--- config.mk ---
export PLATFORM = sky130hd
export DESIGN_NAME = mem_bridge
export DESIGN_NICKNAME = d
export VERILOG_FILES = /design/src/rtl/mem_bridge.sv
export SDC_FILE = /design/constraint.sdc
export NUM_CORES = 1
export LEC_CHECK = 0
export ABC_AREA = 1
export BUFFER_PORTS_ARGS = -buffer_cell sky130_fd_sc_hd__buf_2
export CAP_MARGIN = 5
export CORE_UTILIZATION = 50
export DETAILED_ROUTE_END_ITERATION = 10
export PLACE_DENSITY = 0.87
export SLEW_MARGIN = 0
export SYNTH_ARGS = -nofsm -noshare
export SYNTH_HDL_FRONTEND = slang
export SYNTH_SLANG_ARGS = --single-unit
--- constraint.sdc ---
create_clock -name clk -period 4.1 [get_ports clk]
set_input_delay 0.41 -clock clk [delete_from_list [all_inputs] [get_ports clk]]
set_output_delay 0.41 -clock clk [all_outputs]
set_load 0.05 [all_outputs]
--- src/rtl/mem_bridge.sv ---
// Synchronous bridge from the CPU memory port to an external memory device.
// Registered address/data, programmable wait states, ready stretching and a timeout.
module mem_bridge #(
    parameter int ADDR_W      = 16,
    parameter int DATA_W      = 8,
    parameter int WAIT_STATES = 0,
    parameter int TIMEOUT     = 64
) (
    input  logic              clk,
    input  logic              rst_n,
    input  logic              cpu_req,
    input  logic              cpu_rw,
    input  logic [ADDR_W-1:0] cpu_addr,
    input  logic [DATA_W-1:0] cpu_wdata,
    output logic [DATA_W-1:0] cpu_rdata,
    output logic              cpu_ack,
    output logic              cpu_err,
    output logic              busy,
    output logic [ADDR_W-1:0] ext_addr,
    output logic              ext_rw,
    output logic              ext_we,
    output logic              ext_oe,
    output logic [DATA_W-1:0] ext_wdata,
    input  logic [DATA_W-1:0] ext_rdata,
    input  logic              ext_ready
);
    localparam int WCNT_W = (WAIT_STATES > 0) ? $clog2(WAIT_STATES + 1) : 1;
    localparam int TCNT_W = $clog2(TIMEOUT + 1);

    localparam logic [WCNT_W-1:0] WAIT_LOAD  = WCNT_W'(WAIT_STATES);
    localparam logic [WCNT_W-1:0] WCNT_ONE   = WCNT_W'(1);
    localparam logic [TCNT_W-1:0] TOUT_LIMIT = TCNT_W'(TIMEOUT);
    localparam logic [TCNT_W-1:0] TCNT_ONE   = TCNT_W'(1);

    typedef enum logic [2:0] {
        S_IDLE,
        S_SETUP,
        S_STROBE,
        S_WAIT,
        S_DONE
    } state_t;

    state_t            state;
    logic [WCNT_W-1:0] wait_cnt;
    logic [TCNT_W-1:0] tout_cnt;
    logic              finish_ok;
    logic              finish_err;

    // Ready is only sampled once the fixed waits are used up; tout_cnt holds the low samples seen so far.
    always_comb begin
        finish_ok  = 1'b0;
        finish_err = 1'b0;
        if ((state == S_STROBE || state == S_WAIT) && wait_cnt == '0) begin
            if (ext_ready)
                finish_ok = 1'b1;
            else if (state == S_WAIT && tout_cnt == TOUT_LIMIT)
                finish_err = 1'b1;
        end
    end

    always_ff @(posedge clk) begin
        if (!rst_n) begin
            state     <= S_IDLE;
            wait_cnt  <= '0;
            tout_cnt  <= '0;
            ext_addr  <= '0;
            ext_wdata <= '0;
            ext_rw    <= 1'b1;
            cpu_rdata <= '0;
            cpu_ack   <= 1'b0;
            cpu_err   <= 1'b0;
            busy      <= 1'b0;
            ext_we    <= 1'b0;
            ext_oe    <= 1'b0;
        end else begin
            cpu_ack <= 1'b0;
            cpu_err <= 1'b0;
            if (finish_ok || finish_err) begin
                state   <= S_DONE;
                cpu_ack <= 1'b1;
                cpu_err <= finish_err;
                ext_we  <= 1'b0;
                ext_oe  <= 1'b0;
                if (finish_ok && ext_rw)
                    cpu_rdata <= ext_rdata;
            end else begin
                case (state)
                    S_IDLE: begin
                        if (cpu_req) begin
                            ext_addr  <= cpu_addr;
                            ext_rw    <= cpu_rw;
                            ext_wdata <= cpu_wdata;
                            wait_cnt  <= WAIT_LOAD;
                            tout_cnt  <= '0;
                            state     <= S_SETUP;
                            busy      <= 1'b1;
                            ext_oe    <= ~cpu_rw;
                            ext_we    <= 1'b0;
                        end
                    end
                    S_SETUP: begin
                        state  <= S_STROBE;
                        ext_we <= ~ext_rw;
                        ext_oe <= ~ext_rw;
                    end
                    S_STROBE, S_WAIT: begin
                        state <= S_WAIT;
                        if (wait_cnt != '0)
                            wait_cnt <= wait_cnt - WCNT_ONE;
                        else
                            tout_cnt <= tout_cnt + TCNT_ONE;
                    end
                    S_DONE: begin
                        state <= S_IDLE;
                        busy  <= 1'b0;
                    end
                    default: begin
                        state  <= S_IDLE;
                        busy   <= 1'b0;
                        ext_we <= 1'b0;
                        ext_oe <= 1'b0;
                    end
                endcase
            end
        end
    end

endmodule

Word-level counts from Yosys, hierarchy flattened. Cells that the tools add are included.

Register bits after elaboration: 49. Bits in latches: 0. Bits in writable memories: 0. ROM bits: 0. Input bits: 37. Output and inout bits: 38. Logic and storage cells: 68. Memories kept: 0.

$add $sub $neg: 2. $mul: 0. Div/mod/pow operators: 0. Order comparisons: 0. Equal/unequal tests: 8. Shifts and indexed selects: 0. Mux-type cells: 20. Bitwise gates (word level): 7. Reductions and logical operators: 18.

Operators with widths (number): 7-bit 2-to-1 mux (2); 7-bit case mux with 2 select lines (1); 1-bit 2-to-1 mux (10); 3-bit case mux with 3 select lines (1); 3-bit AND reduction (3); 7-bit by 1-bit adder with 7-bit output (second input constant) (1); 7-bit equality test (second input constant) (1); 1-bit inverter (7); 3-bit by 2-bit equality test with 1-bit output (second input constant) (2); 3-bit 2-to-1 mux (2); 1-bit case mux with 3 select lines (2); 2-bit AND reduction (3); 3-bit OR reduction (2); 2-bit != test (second input constant) (2); 1-bit case mux with 2 select lines (2); 4-bit AND reduction (1); 2-bit OR reduction (2); 3-bit by 1-bit equality test with 1-bit output (second input constant) (1); 3-bit equality test (second input constant) (1); 1-bit logical AND (3); 3-bit logical NOT (1); 3-bit != test (second input constant) (1); 1-bit logical OR (2); 2-bit nonzero test (1); 1-bit subtractor (second input constant) (1).

Depth between registers and ports, before layout. Gate-level depths: netlist of run 1.

Word-level depth: 8. Depth in mapped cells: 9. Gate-level depth less buffers: 9.

Worst setup path before layout of run 1. No wires, ideal clock.

Path kind: flip-flop to flip-flop. From: register ext_rw. To: register ext_oe. Library setup time: 0.116 ns. Data arrival time: 1.320 ns. Data required time: 3.984 ns. Path slack: 2.664 ns. Stages on the path, launching flop included: 7. Path buffers: 1. Period minus slack after synthesis: 1.436 ns. Cells stage by stage: dfxtp_1 -> clkbuf_1 -> inv_1 -> nand3_1 -> o21ai_0 -> nand2_1 -> a21oi_2.

Cells in the longest elaborated chain, start to end: 2.

Ends and longest elaborated chain: from (decl) (line 20) `output logic ext_rw,`; from (signal assigned) (line 91) `ext_rw <= cpu_rw;`; 1-bit inverter (line 104) `ext_oe <= ~ext_rw;`; 1-bit case mux with 3 select lines (line 87) `case (state)`; to (signal assigned) (line 97) `ext_oe <= ~cpu_rw;`; to (signal assigned) (line 104); to (decl) (line 22) `output logic ext_oe,`.

No other way between the ends. A chain may end at the register's enable or synchronous reset.

Worst setup path in the final report of run 1.
From: register state[1]. To: register ext_wdata[7].

Cells in the longest elaborated chain, start to end: 8. Elaborated cells on any way between the ends: 13. Classes of those cells: eq/ne: 2; mux: 4; bitwise: 1; reduce/logical: 6.

Ends and longest elaborated chain: from (decl) (line 43) `state_t state;`; from (signal assigned) (line 63) `state <= S_IDLE;`; from (signal assigned) (line 79) `state <= S_DONE;`; from (signal assigned) (line 95) `state <= S_SETUP;`; 3-bit by 2-bit equality test with 1-bit output (line 53, 56); 1-bit logical AND (line 56) `else if (state == S_WAIT && tout_cnt == TOUT_LIMIT)`; 1-bit 2-to-1 mux (line 56); 1-bit 2-to-1 mux (line 54) `if (ext_ready)`; 1-bit 2-to-1 mux (line 53) `if ((state == S_STROBE || state == S_WAIT) && wait_cnt == '0) begin`; 1-bit logical OR (line 78) `if (finish_ok || finish_err) begin`; 1-bit inverter (no source line); 3-bit AND reduction (no source line) (*); to (signal assigned) (line 92) `ext_wdata <= cpu_wdata;`; to (decl) (line 23) `output logic [DATA_W-1:0] ext_wdata,`.

Mark *: on every way between the ends. The rest lies on a longest branch, timed or not.

==> impl_metrics.yaml, run 1 <==
sta:
  skew_ns: 0.00605
  slew_viol_final: 0
  slew_headroom: 0.671
  fin_crit_sh: 0.414
  hold_viol_final: 0
  rsz0062_at_grt: "false"
  finalSetupTns_ns: 0
  clock.fmax_ghz: 0.589
  setup_viol: 0
  tightestPinTransition_ns: 0.490
  finalCriticalPeriod_ns: 1.70
placement:
  finalWeightedCongestion: 0.844
  port_buffers: 74
  place_hpwl_um: 3090
floorplan:
  rows: 22
  start_util: 0.531
  die_w_um: 65.0
  ios: 75
  die_h_um: 65.0
  core_area_sq_um: 3740
  die-area_sq_um: 4230
routing:
  wirelength_um: 4290
  drcViolationCount: 0
  dr.first_iter.drc_count: 103
  antenna_left: 0
  avgViaCountPerCell: 4.97
  num_vias: 1864
  firstDrtPassIters: 4
  post_drt_wl_per_cell_um: 11.5
cts:
  insertion_delay_ns: 0.30
  cts_setup_buffers: 0
  cts_max_path_buffers: 2
  cts_max_level: 2
  clkSinkCount: 48
  postCtsResizedCells: 0
  cts_tree: "built"
  path_clk_slew_ns: 0.09
  clock-root-buffer: "clkbuf_8"
  hold_buffers: 0
  numCtsBuffers: 5
critical_path:
  critPathLaunchType: "register"
  crit_type: "register to register"
  cp.required_ns: 4.30
  end_kind: "register"
  crit_arrival_ns: 1.90
  crit_path_max_fanout: 27
pwr:
  p_per_area_nw_per_um2: 587
  ir_worst_vdd_mv: 0.446
  p_leak_nw: 1.19
run_status:
  status: "finished clean"
layout:
  final_cell_mix: "74 x buf_2, 59 x nor2_1, 48 x dfxtp_1, 38 x nand2_1, 27 x o21ai_0"
  fill_cells: 328
  multi_input_area_sq_um: 913
  drive_gt1_frac: 0.321
  post-route-util: 0.670
  final_common_cell: "buf_2"
  antenna_cells: 0
  syn_to_final_growth_pct: 26.3
  fin_nets: 365
  layout.area.seq_sq_um: 961
logic_synthesis:
  synthSimpleGateAreaFrac: 0.297
  synth_fp_nets: 293
  synth_cells: 254
  synth_xor_area_frac: 0.00441
  syn-cell-area_sq_um: 1990
  synth_seq_cells: 48
  synth_mux_area_frac: 0
  synth_top_family_by_area: "simple AND/OR/NAND/NOR gates"
  synth-async-reset-ratio: 0
  synth.yosys.warnings: 0
  synth_flop_cell: "dfxtp_1"
  ys_seq_area_frac: 0.484
  ys_types: 30
  synth_compound_area_frac: 0.146
  synth_edf_count: 0
  synthAdderAreaFrac: 0.0126
  synth.avg_cell_area_sq_um: 7.82
global_routing:
  gr-total-overflow: 0
  grt_max_degree: 30
  grt_pass1_vias: 1642
  grt_use_met3: 0.0493
  grt_pass1_wl_um: 7030
  antenna_found_initial: 0
  grt_usage: 0.209
  top_usage_layer: "met2"
  use_met1: 0.275
  met2_usage: 0.346
min_path:
  min-delay-path-class: "input pin to register"
flow_run:
  drv_cap: 0
where the power goes:
part           total [W]  internal, W  switching, W
clock           0.000406     0.000245      0.000160
sequential      0.000568     0.000530     0.0000382
combinational   0.000500     0.000120      0.000380
worst paths after layout:
kind / from / endpoint / slack [ns] / cells after the start
setup / recovery: state[1] / ext_wdata[7] / 2.40 / 6
hold / removal: cpu_wdata[4] / ext_wdata[4] / 0.32 / 3
setup reg to reg: state[1] / ext_wdata[7] / 2.40 / 6
hold reg to reg: cpu_rdata[1] / cpu_rdata[1] / 0.47 / 2
metrics by stage:
step	total power, W	cell area [sq um]	instances	worst slack, ns	hold WS, ns
after global routing	0.00155	2510	375	2.15	0.328
after global placement	0.00107	2370	367	2.42	0.447
after floorplan	0.000972	1990	254	2.66	0.468
after CTS	0.00148	2510	375	2.39	0.322
after detailed placement	0.00108	2370	367	2.39	0.458
final	0.00147	2510	375	2.40	0.325
routing by layer:
metal | up-vias | routed length [um]
li1 | 967 | -
met1 | 839 | 2020
met2 | 53 | 2030
met3 | 5 | 207
met4 | 0 | 39
met5 | - | 0
cell type report:
class / instances / area share
clock inverters: 3 / 0.0274
flip-flops and latches: 48 / 0.383
inverters: 17 / 0.0264
repair buffers: 74 / 0.148
well taps: 48 / 0.0239
multi-input cells: 180 / 0.364
clock buffers: 5 / 0.0274
cell usage after synthesis, types with 2 or more instances:
cell,instances,share of area
a21oi_2,3,0.013
nand2_2,3,0.0094
nor2_2,2,0.0063
nor2_1,59,0.11
inv_2,3,0.0057
clkbuf_1,4,0.0076
dfxtp_1,48,0.48
nand2_1,38,0.072
a21oi_1,15,0.038
nand2_4,2,0.011
nand3_1,12,0.030
buf_2,4,0.010
nand4_1,3,0.0094
ha_1,2,0.013
o21ai_0,27,0.068
nor3_1,2,0.0050
inv_1,12,0.023
nor2_4,3,0.017
state kept, by name, indices dropped and copies added (netlist names):
signal and cells:
ext_addr 16, cpu_err 1, ext_we 1, busy 1, cpu_rdata 8, ext_wdata 8
state 3, ext_oe 1, cpu_ack 1, ext_rw 1, tout_cnt 7
cell families after synthesis:
kind of cell               count (synthesis)
buffers and inverters                     26
and+or+nand+nor                          127
adders and majority gates                  2
AOI/OAI and AO/OA                         50
DFF                                       48
xor gates and xnor gates                   1
worst max-delay path, stage by stage, from the launching register on:
cell	delay (ns)
dfxtp_1	0.37
nor2_2	0.17
nand2_2	0.10
nor2_4	0.40
inv_2	0.30
nor2_1	0.18
nor2_1	0.06
(Power assumes the default switching activity.)
==> inputs of run 2 (changes only) <==
--- a/config.mk
+++ b/config.mk
@@ -5,12 +5,12 @@
 export SDC_FILE = /design/constraint.sdc
 export NUM_CORES = 1
 export LEC_CHECK = 0
-export ABC_AREA = 1
+export ABC_AREA = 0
 export BUFFER_PORTS_ARGS = -buffer_cell sky130_fd_sc_hd__buf_2
 export CAP_MARGIN = 5
-export CORE_UTILIZATION = 50
+export CORE_UTILIZATION = 48
 export DETAILED_ROUTE_END_ITERATION = 10
-export PLACE_DENSITY = 0.87
+export PLACE_DENSITY = 0.85
 export SLEW_MARGIN = 0
 export SYNTH_ARGS = -nofsm -noshare
 export SYNTH_HDL_FRONTEND = slang
==> constraint.sdc (replaced) <==
create_clock -name clk -period 1.6 [get_ports clk]
set_input_delay 0.16 -clock clk [delete_from_list [all_inputs] [get_ports clk]]
set_output_delay 0.16 -clock clk [all_outputs]
set_load 0.05 [all_outputs]
==> run 2 against run 1 <==
Net effect:
- clock power rose by 71%
- die area rose by 2.0%
- clock skew rose by 0.00077 ns
- synthesized cell count fell by 11%
- worst setup slack got worse by 2.3 ns
- global-route usage fell by 0.12 points
- via count fell by 3.8%
- register-to-register slack got worse by 2.3 ns
- critical path depth did not move
- critical endpoint is now tout_cnt[0]
- highest routed layer unchanged
==> impl_metrics.yaml, run 2 <==
sta:
  finalSetupTns_ns: 0
  tightestPinTransition_ns: 0.353
  clock.fmax_ghz: 0.649
  postLayoutSetupSlackWorst_ns: 0.0588
  hold_viol_final: 0
  slew_viol_final: 0
  skew_ns: 0.00681
  fin_crit_sh: 0.963
  setup_viol: 0
  finalCriticalPeriod_ns: 1.54
  slew_headroom: 0.764
floorplan:
  ios: 75
  die_h_um: 65.7
  core_area_sq_um: 3770
  start_util: 0.516
  die_w_um: 65.7
  die-area_sq_um: 4310
  rows: 22
critical_path:
  crit_type: "register to register"
  critPathLaunchType: "register"
  crit_path_max_fanout: 4
  end_kind: "register"
  cp.required_ns: 1.85
  crit_arrival_ns: 1.79
global_routing:
  grt_usage: 0.208
  grt_pass1_wl_um: 6900
  grt_pass1_vias: 1684
  gr-total-overflow: 0
  grt_max_degree: 24
  antenna_found_initial: 0
layout:
  fill_cells: 323
  regMostFlops: "ext_addr"
  top_regs: "ext_addr: 16 flops, cpu_rdata: 8 flops, ext_wdata: 8 flops"
  final_cell_mix: "74 x buf_2, 73 x nand2_1, 48 x dfxtp_1, 29 x a21boi_0, 13 x buf_4"
  largest_register_ff_count: 16
  multi_input_area_sq_um: 925
  drive_gt1_frac: 0.338
  final_common_cell: "buf_2"
  fin_nets: 346
  antenna_cells: 0
  layout.area.seq_sq_um: 961
  syn_to_final_growth_pct: 28.9
cts:
  postCtsResizedCells: 0
  cts_setup_buffers: 0
  insertion_delay_ns: 0.30
  clock-root-buffer: "clkbuf_8"
  hold_buffers: 0
  cts_max_path_buffers: 2
  numCtsBuffers: 5
  cts_max_level: 2
  clkSinkCount: 48
  cts_tree: "built"
  path_clk_slew_ns: 0.08
logic_synthesis:
  synth_cells: 225
  ys_seq_area_frac: 0.494
  synth.largest_area_cell: "dfxtp_1"
  synth.avg_cell_area_sq_um: 8.65
  synth_fp_nets: 264
  synth_flop_cell: "dfxtp_1"
  synth.most_common_cell: "nand2_1"
  synth_seq_cells: 48
  synth-async-reset-ratio: 0
  yosys-top-cells-area: "dfxtp_1 49%, nand2_1 14%, a21boi_0 11%, nor2_1 2.1%, clkbuf_1 1.7%"
  synth.yosys.warnings: 0
  ys_types: 37
  synth_top_area_frac: 0.494
  syn-cell-area_sq_um: 1950
  synth_edf_count: 0
  synthTopCellsByCount: "73 x nand2_1, 48 x dfxtp_1, 29 x a21boi_0, 11 x nor2_1, 9 x clkbuf_1"
placement:
  pre_cts_slack_ns: 0.0804
  port_buffers: 74
  finalWeightedCongestion: 0.889
  place_hpwl_um: 3200
flow_run:
  drv_cap: 0
run_status:
  status: "finished clean"
routing:
  post_drt_wl_per_cell_um: 11.9
  wirelength_um: 4220
  avgViaCountPerCell: 5.04
  num_vias: 1793
  drcViolationCount: 0
  dr.first_iter.drc_count: 90
  antenna_left: 0
  firstDrtPassIters: 5
pwr:
  p_leak_nw: 1.15
  p_per_area_nw_per_um2: 1030
  power_w: 0.00259
  ir_worst_vdd_mv: 0.714
min_path:
  min-delay-path-class: "input pin to register"
run 2: cells by family after synthesis:
group / after synthesis / share of synthesized area
AOI/OAI and AO/OA: 48 / 0.181
DFF: 48 / 0.494
buffers and inverters: 14 / 0.0366
adders and majority gates: 2 / 0.0129
and+or+nand+nor: 109 / 0.256
xor gates and xnor gates: 3 / 0.0135
muxes: 1 / 0.00578
run 2: worst max-delay path, cell delays in order (launching register included):
cell,delay (ns)
dfxtp_1,0.39
inv_1,0.06
ha_1,0.19
and3_1,0.21
and2_1,0.19
nor3_1,0.26
mux2_2,0.20
run 2: final timing paths:
check / slack [ns] / startpoint / cells past startpoint / end
max: 0.06 / tout_cnt[0] / 6 / tout_cnt[0]
min: 0.09 / cpu_addr[8] / 3 / ext_addr[8]
max reg2reg: 0.06 / tout_cnt[0] / 6 / tout_cnt[0]
min reg2reg: 0.46 / ext_addr[8] / 2 / ext_addr[8]
run 2: layout make-up:
type,count,area share
Multi-Input combinational cell,163,0.369
Sequential cell,48,0.383
Tap cell,48,0.0239
Inverter,2,0.00299
Clock buffer,5,0.0274
Clock inverter,3,0.00748
Timing Repair Buffer,87,0.187
run 2: report_power, final:
| part | leakage, nW | internal (W) | switching (W) |
|---|---|---|---|
| Sequential | 0.392 | 0.00126 | 0.0000393 |
| Combinational | 0.710 | 0.000182 | 0.000412 |
| Clock | 0.0479 | 0.000305 | 0.000391 |
| Total | 1.15 | 0.00175 | 0.000842 |
run 2: metrics by stage:
stage | instance area [sq um] | util | cells | hold WS (ns)
after floorplan | 1950 | - | 225 | 0.284
after global placement | 2410 | 0.639 | 348 | 0.392
after detailed placement | 2410 | 0.639 | 348 | 0.408
after CTS | 2500 | 0.663 | 356 | 0.0845
after global routing | 2510 | 0.665 | 356 | 0.0838
final | 2510 | 0.665 | 356 | 0.0906
run 2: layer usage:
layer / GRT usage / part of all wire / wire length, um
met5: 0 / 0 / 0
met4: 0.0598 / 0.0090 / 38
met3: 0.0590 / 0.059 / 251
met2: 0.367 / 0.48 / 2030
met1: 0.241 / 0.45 / 1900
